==> config.mk <==
export PLATFORM = sky130hd
export DESIGN_NAME = decode_wide
export DESIGN_NICKNAME = d
export VERILOG_FILES = /design/src/rtl/decode_wide.sv
export SDC_FILE = /design/constraint.sdc
export NUM_CORES = 1
export LEC_CHECK = 0
export ABC_AREA = 1
export ABC_CLOCK_PERIOD_IN_PS = 6200
export CORE_ASPECT_RATIO = 1.5
export CORE_MARGIN = 2
export CORE_UTILIZATION = 45
export DETAILED_ROUTE_END_ITERATION = 8
export PLACE_DENSITY = 0.88
export RECOVER_POWER = 100
export SLEW_MARGIN = 30
export SYNTH_ARGS = -nofsm -noshare
export SYNTH_HDL_FRONTEND = slang
export SYNTH_SLANG_ARGS = --single-unit
==> constraint.sdc <==
create_clock -name clk -period 6.2 [get_ports clk]
set_input_delay 0.93 -clock clk [delete_from_list [all_inputs] [get_ports clk]]
set_output_delay 0.93 -clock clk [all_outputs]
set_load 0.1 [all_outputs]
==> src/rtl/decode_wide.sv <==
// rtl/decode_wide.sv - WIDTH-slot instruction decoder with branch-speculation tracking
// Optional build macro DECODE_PERF_EN adds perf_bundles / perf_spec_stall counters.

// Per-slot control decode: {sw,lw,r,branch,jmp,hlt} plus ALU func.
module control_unit (
  input  logic [5:0] opcode,
  input  logic [2:0] funct_lo,
  output logic [5:0] ctrl,
  output logic [2:0] func
);
  // Opcode table; unknown opcodes decode to all-zero controls.
  always_comb begin
    ctrl = 6'b000000;
    func = 3'd0;
    case (opcode)
      6'h00: begin ctrl = 6'b001000; func = funct_lo; end  // R-type
      6'h23: ctrl = 6'b010000;                             // lw
      6'h2B: ctrl = 6'b100000;                             // sw
      6'h04: begin ctrl = 6'b000100; func = 3'd1; end      // beq (subtract compare)
      6'h02: ctrl = 6'b000010;                             // j
      6'h3F: ctrl = 6'b000001;                             // hlt
      default: ;
    endcase
  end
endmodule

module decode_wide #(
  parameter int WIDTH      = 2,
  parameter int SPEC_DEPTH = 4
) (
  input  logic                            clk,
  input  logic                            rst,
  input  logic                            in_valid,
  output logic                            in_ready,
  input  logic [WIDTH*32-1:0]             in_instr,
  output logic                            out_valid,
  input  logic                            out_ready,
  output logic [WIDTH-1:0]                out_slot_valid,
  output logic [WIDTH*5-1:0]              out_rs,
  output logic [WIDTH*5-1:0]              out_rt,
  output logic [WIDTH*5-1:0]              out_rd,
  output logic [WIDTH*16-1:0]             out_imm,
  output logic [WIDTH*6-1:0]              out_ctrl,
  output logic [WIDTH*3-1:0]              out_func,
  output logic [WIDTH-1:0]                out_spec,
  input  logic                            br_resolve,
  input  logic                            br_flush,
  output logic [$clog2(SPEC_DEPTH+1)-1:0] spec_count,
  output logic                            halted
`ifdef DECODE_PERF_EN
  ,
  output logic [31:0]                     perf_bundles,
  output logic [31:0]                     perf_spec_stall
`endif
);
  localparam int SCW = $clog2(SPEC_DEPTH + 1);
  localparam logic [4:0] DEPTH5 = 5'(SPEC_DEPTH);

  logic                   out_valid_q, out_valid_d;
  logic [WIDTH-1:0]       slot_valid_q, slot_valid_d;
  logic [WIDTH*5-1:0]     rs_q, rs_d, rt_q, rt_d, rd_q, rd_d;
  logic [WIDTH*16-1:0]    imm_q, imm_d;
  logic [WIDTH*6-1:0]     ctrl_q, ctrl_d;
  logic [WIDTH*3-1:0]     func_q, func_d;
  logic [WIDTH-1:0]       spec_q, spec_d;
  logic [SCW-1:0]         spec_count_q, spec_count_d;
  logic                   halted_q, halted_d;

  logic [5:0]             dec_ctrl [WIDTH];
  logic [2:0]             dec_func [WIDTH];
  logic [WIDTH-1:0]       slot_live, slot_spec;
  logic                   bundle_hlt;
  logic [2:0]             nb;
  logic [4:0]             depth_sum;
  logic                   depth_ok, accept;

  for (genvar g = 0; g < WIDTH; g++) begin : g_cu
    control_unit u_cu (
      .opcode   (in_instr[32*g+26 +: 6]),
      .funct_lo (in_instr[32*g +: 3]),
      .ctrl     (dec_ctrl[g]),
      .func     (dec_func[g])
    );
  end

  // Walk slots oldest-first: liveness stops after the first hlt, speculation
  // starts after any older branch, and only live branches are counted.
  always_comb begin
    logic br_seen;
    slot_live  = '0;
    slot_spec  = '0;
    bundle_hlt = 1'b0;
    nb         = 3'd0;
    br_seen    = (spec_count_q != '0);
    for (int i = 0; i < WIDTH; i++) begin
      slot_live[i] = !bundle_hlt;
      slot_spec[i] = br_seen;
      if (dec_ctrl[i][2]) begin
        br_seen = 1'b1;
        if (!bundle_hlt) nb = nb + 3'd1;
      end
      if (dec_ctrl[i][0]) bundle_hlt = 1'b1;
    end
  end

  // Whole-bundle admission: a bundle that would overflow the branch budget waits.
  assign depth_sum = 5'(spec_count_q) + 5'(nb);
  assign depth_ok  = (depth_sum <= DEPTH5);
  assign in_ready  = (!out_valid_q || out_ready) && !halted_q && !br_flush && depth_ok;
  assign accept    = in_valid && in_ready;

  // Next state: flush wins; otherwise load on accept, drain on out_ready.
  always_comb begin
    out_valid_d  = out_valid_q;
    slot_valid_d = slot_valid_q;
    rs_d         = rs_q;
    rt_d         = rt_q;
    rd_d         = rd_q;
    imm_d        = imm_q;
    ctrl_d       = ctrl_q;
    func_d       = func_q;
    spec_d       = spec_q;
    spec_count_d = spec_count_q;
    halted_d     = halted_q;
    if (br_flush) begin
      out_valid_d  = 1'b0;
      spec_count_d = '0;
      halted_d     = 1'b0;
    end else begin
      if (accept) begin
        out_valid_d  = 1'b1;
        slot_valid_d = slot_live;
        spec_d       = slot_spec;
        halted_d     = bundle_hlt;
        for (int i = 0; i < WIDTH; i++) begin
          rs_d[5*i +: 5]   = in_instr[32*i+21 +: 5];
          rt_d[5*i +: 5]   = in_instr[32*i+16 +: 5];
          rd_d[5*i +: 5]   = in_instr[32*i+11 +: 5];
          imm_d[16*i +: 16] = in_instr[32*i +: 16];
          ctrl_d[6*i +: 6] = dec_ctrl[i];
          func_d[3*i +: 3] = dec_func[i];
        end
      end else if (out_ready) begin
        out_valid_d = 1'b0;
      end
      // Resolve with nothing outstanding is ignored so the count never wraps.
      spec_count_d = SCW'(5'(spec_count_q) + (accept ? 5'(nb) : 5'd0)
                          - ((br_resolve && spec_count_q != '0) ? 5'd1 : 5'd0));
    end
  end

  // State registers, cleared asynchronously by rst.
  always_ff @(posedge clk or posedge rst) begin
    if (rst) begin
      out_valid_q  <= 1'b0;
      slot_valid_q <= '0;
      rs_q         <= '0;
      rt_q         <= '0;
      rd_q         <= '0;
      imm_q        <= '0;
      ctrl_q       <= '0;
      func_q       <= '0;
      spec_q       <= '0;
      spec_count_q <= '0;
      halted_q     <= 1'b0;
    end else begin
      out_valid_q  <= out_valid_d;
      slot_valid_q <= slot_valid_d;
      rs_q         <= rs_d;
      rt_q         <= rt_d;
      rd_q         <= rd_d;
      imm_q        <= imm_d;
      ctrl_q       <= ctrl_d;
      func_q       <= func_d;
      spec_q       <= spec_d;
      spec_count_q <= spec_count_d;
      halted_q     <= halted_d;
    end
  end

  assign out_valid      = out_valid_q;
  assign out_slot_valid = slot_valid_q;
  assign out_rs         = rs_q;
  assign out_rt         = rt_q;
  assign out_rd         = rd_q;
  assign out_imm        = imm_q;
  assign out_ctrl       = ctrl_q;
  assign out_func       = func_q;
  assign out_spec       = spec_q;
  assign spec_count     = spec_count_q;
  assign halted         = halted_q;

`ifdef DECODE_PERF_EN
  logic [31:0] perf_bundles_q, perf_bundles_d;
  logic [31:0] perf_stall_q, perf_stall_d;
  logic        depth_stall;

  assign depth_stall = in_valid && !in_ready && !depth_ok;

  // Saturating event counters.
  always_comb begin
    perf_bundles_d = perf_bundles_q;
    perf_stall_d   = perf_stall_q;
    if (accept && perf_bundles_q != 32'hFFFF_FFFF) perf_bundles_d = perf_bundles_q + 32'd1;
    if (depth_stall && perf_stall_q != 32'hFFFF_FFFF) perf_stall_d = perf_stall_q + 32'd1;
  end

  // Counter registers.
  always_ff @(posedge clk or posedge rst) begin
    if (rst) begin
      perf_bundles_q <= '0;
      perf_stall_q   <= '0;
    end else begin
      perf_bundles_q <= perf_bundles_d;
      perf_stall_q   <= perf_stall_d;
    end
  end

  assign perf_bundles    = perf_bundles_q;
  assign perf_spec_stall = perf_stall_q;
`endif
endmodule

==> results.json, run 1 <==
{
  "peakVddDrop_uv": 309,
  "root_buffer": "clkbuf_16",
  "drtAntennaViolNets": 0,
  "drt_wl_total_um": 9260,
  "p_per_area_nw_per_um2": 542,
  "outcome": "finished with violations",
  "syn-cell-area_um2": 3500,
  "synth_cell_types": 20,
  "place_congestion": 0.884,
  "slew_headroom_pct": -0.915,
  "antenna_found_initial": 0,
  "grt_pass1_vias": 3132,
  "critical_path_class": "input pin to primary output",
  "path_clk_slew_ns": 0.06,
  "fin_skew_ns": 0.00794,
  "clock_latency_ns": 0.33,
  "grt_max_degree": 93,
  "worstPathRequired_ns": 5.27,
  "cts_buffers": 9,
  "cap_violations": 1,
  "pwr-share-seq_pct": 24.6,
  "cp.arrival_ns": 4.37,
  "setup_violations": 0,
  "fin_setup_tns_ns": 0,
  "grt_pass1_wl_um": 15100,
  "yosys_warnings": 0,
  "ys_top_cells_by_area": "dfrtp_1 (56%), nand2_1 (22%), buf_4 (3.4%), inv_1 (3.0%), buf_6 (2.6%)",
  "diodes": 0,
  "fill_cells": 574,
  "die_height_um": 112,
  "core_area_um2": 7560,
  "cts_setup_buffers": 0,
  "drt_first_pass_iters": 4,
  "syn_to_final_growth_pct": 53.1,
  "p_comb_share_pct": 55.8,
  "viasPerCell": 4.81,
  "ctsResizeCount": 0,
  "ios": 160,
  "violations": "max-capacitance violations, max-slew violations",
  "final_cell_mix": "nand2_1 (204), dlygate4sd3_1 (91), dfrtp_1 (79)",
  "overflow": 0,
  "switchingPower_mw": 1.58,
  "htreeDepth": 3,
  "drc": 0,
  "die_x_um": 76.0,
  "crit_path_end_kind": "primary output",
  "swShare_pct": 54.4,
  "drt_iter0_markers": 243,
  "clock_sinks": 79,
  "clock_path_buffers": 2,
  "syn-mean-instance-area_um2": 8.56,
  "path_max_fanout": 5,
  "initial_core_util_pct": 46.3,
  "ys_ff_latch": 79,
  "hold_viol_final": 0,
  "fin_nets": 634,
  "crit_path_start_kind": "input pin",
  "leakage_nw": 2.77,
  "cellInternalPower_mw": 1.33,
  "grt.total_usage_pct": 22.3,
  "tritoncts": "built",
  "wl_per_cell_um": 14.0,
  "netlist_instances": 409,
  "final_cells": 662,
  "min_path_cells": 1,
  "worst-r2r-cell-count": 9,
  "period_share_pct": 85.4,
  "fin_crit_ns": 5.30,
  "dieArea_um2": 8520,
  "tightestPinTransition_ns": 1.51,
  "rows": 39,
  "final_common_cell": "nand2_1",
  "dp_hpwl_um": 6590,
  "seq_area_frac_synth_pct": 56.5,
  "hold_path.class": "flop to flop",
  "holdBufCountCts": 0,
  "io_buffers": 159,
  "rsz0062_at_grt": "no",
  "placedCellCount": 646,
  "clockPowerShare_pct": 19.7,
  "vias": 3187,
  "synth_largest_area_cell": "dfrtp_1",
  "drive_above_1_share_pct": 3.75,
  "synth.top_cell.area_share_pct": 56.5,
  "slew_viol_final": 44,
  "synth.net_count": 487,
  "clock.fmax_mhz": 189
}
==> synth_stat cells (all sizes together) <==
master	count
fa	2
inv	29
nor2	19
nand4	6
dfrtp	79
nand2	204
ha	6
nand3	10
clkbuf	1
o21ai	22
nor3	2
xor2	2
or2	1
nor3b	1
buf	25
==> stage by stage <==
step / cell area [um^2] / util (%) / power [mW] / setup slack, ns / hold WS [ns]
finish: 5360 / 70.9 / 2.91 / 0.902 / 0.456
global route: 5360 / 70.9 / 3.01 / 0.631 / 0.465
CTS: 5360 / 70.9 / 2.99 / 1.41 / 0.466
detailed placement: 5030 / 66.5 / 2.41 / 1.27 / 0.451
global placement: 5030 / 66.5 / 2.38 / 1.44 / 0.446
floorplan: 3500 / - / 2.03 / 2.04 / 0.974
==> metal layers <==
| layer | track usage (%) | routed length, um |
|---|---|---|
| met5 | 0 | 0 |
| met4 | 10.2 | 266 |
| met3 | 4.02 | 488 |
| met2 | 41.1 | 5080 |
| met1 | 24.8 | 3430 |
==> power by group through the flow <==
stage	sequential, mW	clock [mW]	combinational, mW
3_5_place_dp	0.726	0	1.68
2_1_floorplan	1.64	0	0.396
3_3_place_gp	0.722	0	1.66
6_report	0.714	0.571	1.62
4_1_cts	0.721	0.582	1.68
5_1_grt	0.730	0.604	1.67
==> kinds of logic after synthesis <==
group / Yosys count / share of synthesized area, %
flops: 79 / 56.5
simple gates: 243 / 27.2
xor+xnor: 2 / 0.500
compound gates: 22 / 3.15
buf+inv: 55 / 9.36
fa+ha+maj: 8 / 3.29
==> critical path, stage by stage <==
cell	delay, ns
dlygate4sd3_1	0.57
nor2_1	0.20
nand4_1	0.24
inv_1	0.12
ha_1	0.12
nand2_1	0.06
o21ai_0	0.11
ha_1	0.22
inv_1	0.06
fa_1	0.49
nand2_1	0.05
nand3_1	0.15
nand2_1	0.10
inv_1	0.06
clkbuf_1	0.87
==> final timing paths <==
path	start	end	slack, ns
worst max-delay path	in_instr[31]	in_ready	0.90
worst min-delay path	out_slot_valid[0]	out_slot_valid[0]	0.46
worst max register to register	spec_count[0]	out_func[4]	2.87
worst min register to register	out_slot_valid[0]	out_slot_valid[0]	0.46
max in group asynchronous	rst	out_imm[8]	4.43
min in group asynchronous	rst	out_imm[19]	1.28
==> flip-flops by register name (all words and copies together) (netlist names) <==
| name | count |
|---|---|
| out_ctrl | 12 |
| spec_count | 3 |
| out_spec | 2 |
| out_rd | 10 |
| out_valid | 1 |
| out_slot_valid | 2 |
| out_rs | 10 |
| out_rt | 10 |
| out_imm | 22 |
| halted | 1 |
| out_func | 6 |
==> final cells by class <==
class	count	area [um^2]	area share [%]
clock buffer	12	267	4.97
sequential	79	1980	36.9
timing repair buffer	162	1620	30.2
tap	102	128	2.38
clock inverter	3	65.1	1.21
multi-input combinational	275	1190	22.3
inverter	29	110	2.05
Power figures use the tool's default switching activity.
==> inputs of run 2 (changes only) <==
--- a/config.mk
+++ b/config.mk
@@ -7,6 +7,7 @@
 export LEC_CHECK = 0
 export ABC_AREA = 1
 export ABC_CLOCK_PERIOD_IN_PS = 6200
+export CAP_MARGIN = 30
 export CORE_ASPECT_RATIO = 1.5
 export CORE_MARGIN = 2
 export CORE_UTILIZATION = 45
==> results of run 2 <==
Final layout, timing and power as in run 1 (identical DEF).
==> inputs of run 3 (changes only) <==
--- a/config.mk
+++ b/config.mk
@@ -14,7 +14,8 @@
 export DETAILED_ROUTE_END_ITERATION = 8
 export PLACE_DENSITY = 0.88
 export RECOVER_POWER = 100
-export SLEW_MARGIN = 30
+export REMOVE_ABC_BUFFERS = 1
+export SKIP_LAST_GASP = 1
 export SYNTH_ARGS = -nofsm -noshare
 export SYNTH_HDL_FRONTEND = slang
 export SYNTH_SLANG_ARGS = --single-unit
==> run 3 against run 2 <==
The flow still finishes with violations (max-capacitance violations, max-slew violations). Global-route usage grew 0.83 points. Non-clock buffer count did not move. Wire length rose by 3.4%. Total power is 3.3% lower. Critical path depth did not move. Clock skew is 0.0025 ns lower. Highest routed layer unchanged.
==> results.json, run 3 (synthesized netlist as in run 1, its figures left out) <==
{
  "cap_violations": 3,
  "clock_sinks": 79,
  "postLayoutCellArea_um2": 5280,
  "hold_viol_final": 0,
  "cp_cell_sequence": "dlygate4sd3_1 -> nand3_1 -> nor2_1 -> inv_1 -> ha_1 -> nand2_1 -> o21ai_0 -> ha_1 -> inv_1 -> fa_1 -> nand2_1 -> nand3_1 -> nand2_1 -> inv_1 -> clkbuf_1",
  "wl_per_cell_um": 14.5,
  "fin_skew_ns": 0.00543,
  "grt_pass1_wl_um": 15500,
  "setup_violations": 0,
  "regArea_um2": 1980,
  "fin_util_pct": 69.8,
  "drt_wl_total_um": 9580,
  "crit_path_start_kind": "input pin",
  "initial_core_util_pct": 46.3,
  "final_common_cell": "nand2_1",
  "antenna_found_initial": 0,
  "overflow": 0,
  "fin_nets": 634,
  "clock_path_buffers": 2,
  "grt.total_usage_pct": 23.1,
  "rsz0062_at_grt": "no",
  "crit_start": "in_instr[27]",
  "rows": 39,
  "drt_iter0_markers": 186,
  "holdBufCountCts": 0,
  "dieArea_um2": 8520,
  "vias": 3159,
  "pwr-share-seq_pct": 25.5,
  "cpMaxStageDelayCell": "clkbuf_1",
  "slowest_delay_ns": 0.88,
  "tritoncts": "built",
  "hold_path.class": "flop to flop",
  "slew_headroom_pct": -123,
  "io_buffers": 159,
  "switchingPower_mw": 1.59,
  "slew_viol_final": 207,
  "root_buffer": "clkbuf_16",
  "htreeDepth": 3,
  "final_cell_mix": "nand2_1 (204), dlygate4sd3_1 (91), dfrtp_1 (79)",
  "worstPathRequired_ns": 5.27,
  "viasPerCell": 4.77,
  "largest_register_ffs": 22,
  "drtAntennaViolNets": 0,
  "p_comb_share_pct": 58.0,
  "fin_setup_tns_ns": 0,
  "dp_hpwl_um": 6840,
  "die_height_um": 112,
  "violations": "max-capacitance violations, max-slew violations",
  "drt_first_pass_iters": 5,
  "cellInternalPower_mw": 1.22,
  "syn_to_final_growth_pct": 50.9,
  "path_clk_slew_ns": 0.05,
  "outcome": "finished with violations",
  "fin_crit_ns": 5.43,
  "p_per_area_nw_per_um2": 532,
  "clock.fmax_mhz": 184,
  "leakage_nw": 2.72,
  "clockPowerShare_pct": 16.6,
  "crit-reg2reg-launch": "spec_count[0]",
  "fill_cells": 577,
  "diodes": 0,
  "path_max_fanout": 4,
  "peakVddDrop_uv": 289,
  "period_share_pct": 87.5,
  "tightestPinTransition_ns": 3.35,
  "min_from": "out_slot_valid[0]",
  "placed_area_um2": 5030,
  "critical_path_class": "input pin to primary output",
  "cp.arrival_ns": 4.50,
  "place_congestion": 0.868,
  "cts_setup_buffers": 0,
  "grt_pass1_vias": 3170,
  "crit_path_end_kind": "primary output",
  "drc": 0,
  "grt_max_degree": 93,
  "ctsResizeCount": 0,
  "multiInputGateArea_um2": 1210,
  "clock_latency_ns": 0.33,
  "swShare_pct": 56.5,
  "cts_buffers": 9,
  "hold_ws_ns": 0.462,
  "drive_above_1_share_pct": 2.86,
  "core_area_um2": 7560,
  "die_x_um": 76.0,
  "ios": 160
}
## run 3: cell types whose count changed in the layout (fill, tap and decap cells not counted), sizes merged
cell,change
bufinv,-2
clkbuf,+3
buf,-2
clkdlybuf4s25,+1
## run 3: metal layers
layer / global-route usage [%] / vias to the layer above / part of all wire [%]
met5: 0 / - / 0
met1: 25.0 / 1456 / 37
met3: 7.07 / 33 / 5.9
li1: - / 1543 / -
met2: 41.4 / 127 / 54
met4: 10.5 / 0 / 3.8
## run 3: per-stage QoR
stage	setup slack, ns	power, mW	cells
after floorplan	1.26	1.98	383
after global placement	1.15	2.39	646
after detailed placement	0.998	2.42	646
after CTS	1.34	2.89	661
after global routing	0.551	2.92	662
final	0.772	2.81	662
## run 3: path summary, 6_finish.rpt
kind | to | slack, ns | depth (start not counted)
setup / recovery | in_ready | 0.77 | 15
hold / removal | out_slot_valid[0] | 0.46 | 1
setup reg to reg | out_rt[6] | 2.70 | 10
hold reg to reg | out_slot_valid[0] | 0.46 | 1
max in group asynchronous | out_imm[3] | 1.39 | 4
min in group asynchronous | out_rs[9] | 1.09 | 3
## run 3: critical path: cells and delay by family
kind                     cells  cell delay [ns]
adder cells (fa/ha/maj)      3             0.98
AND/OR/NAND/NOR              6             0.75
buffers and inverters        5             1.71
AO/OA/AOI/OAI                1             0.12
## run 3: area by class of cell
class	instances	area share (%)
Sequential cell	79	37.4
Timing Repair Buffer	162	30.3
Multi-Input combinational cell	275	22.8
Clock buffer	14	4.81
Tap cell	102	2.42
Inverter	29	2.08
Clock inverter	1	0.0947
## run 3: power by group through the flow
stage | Combinational (mW) | Clock (mW) | Sequential [mW]
finish | 1.63 | 0.465 | 0.716
global placement | 1.67 | 0 | 0.721
floorplan | 0.196 | 0 | 1.79
CTS | 1.69 | 0.476 | 0.722
detailed placement | 1.69 | 0 | 0.730
global route | 1.68 | 0.505 | 0.732
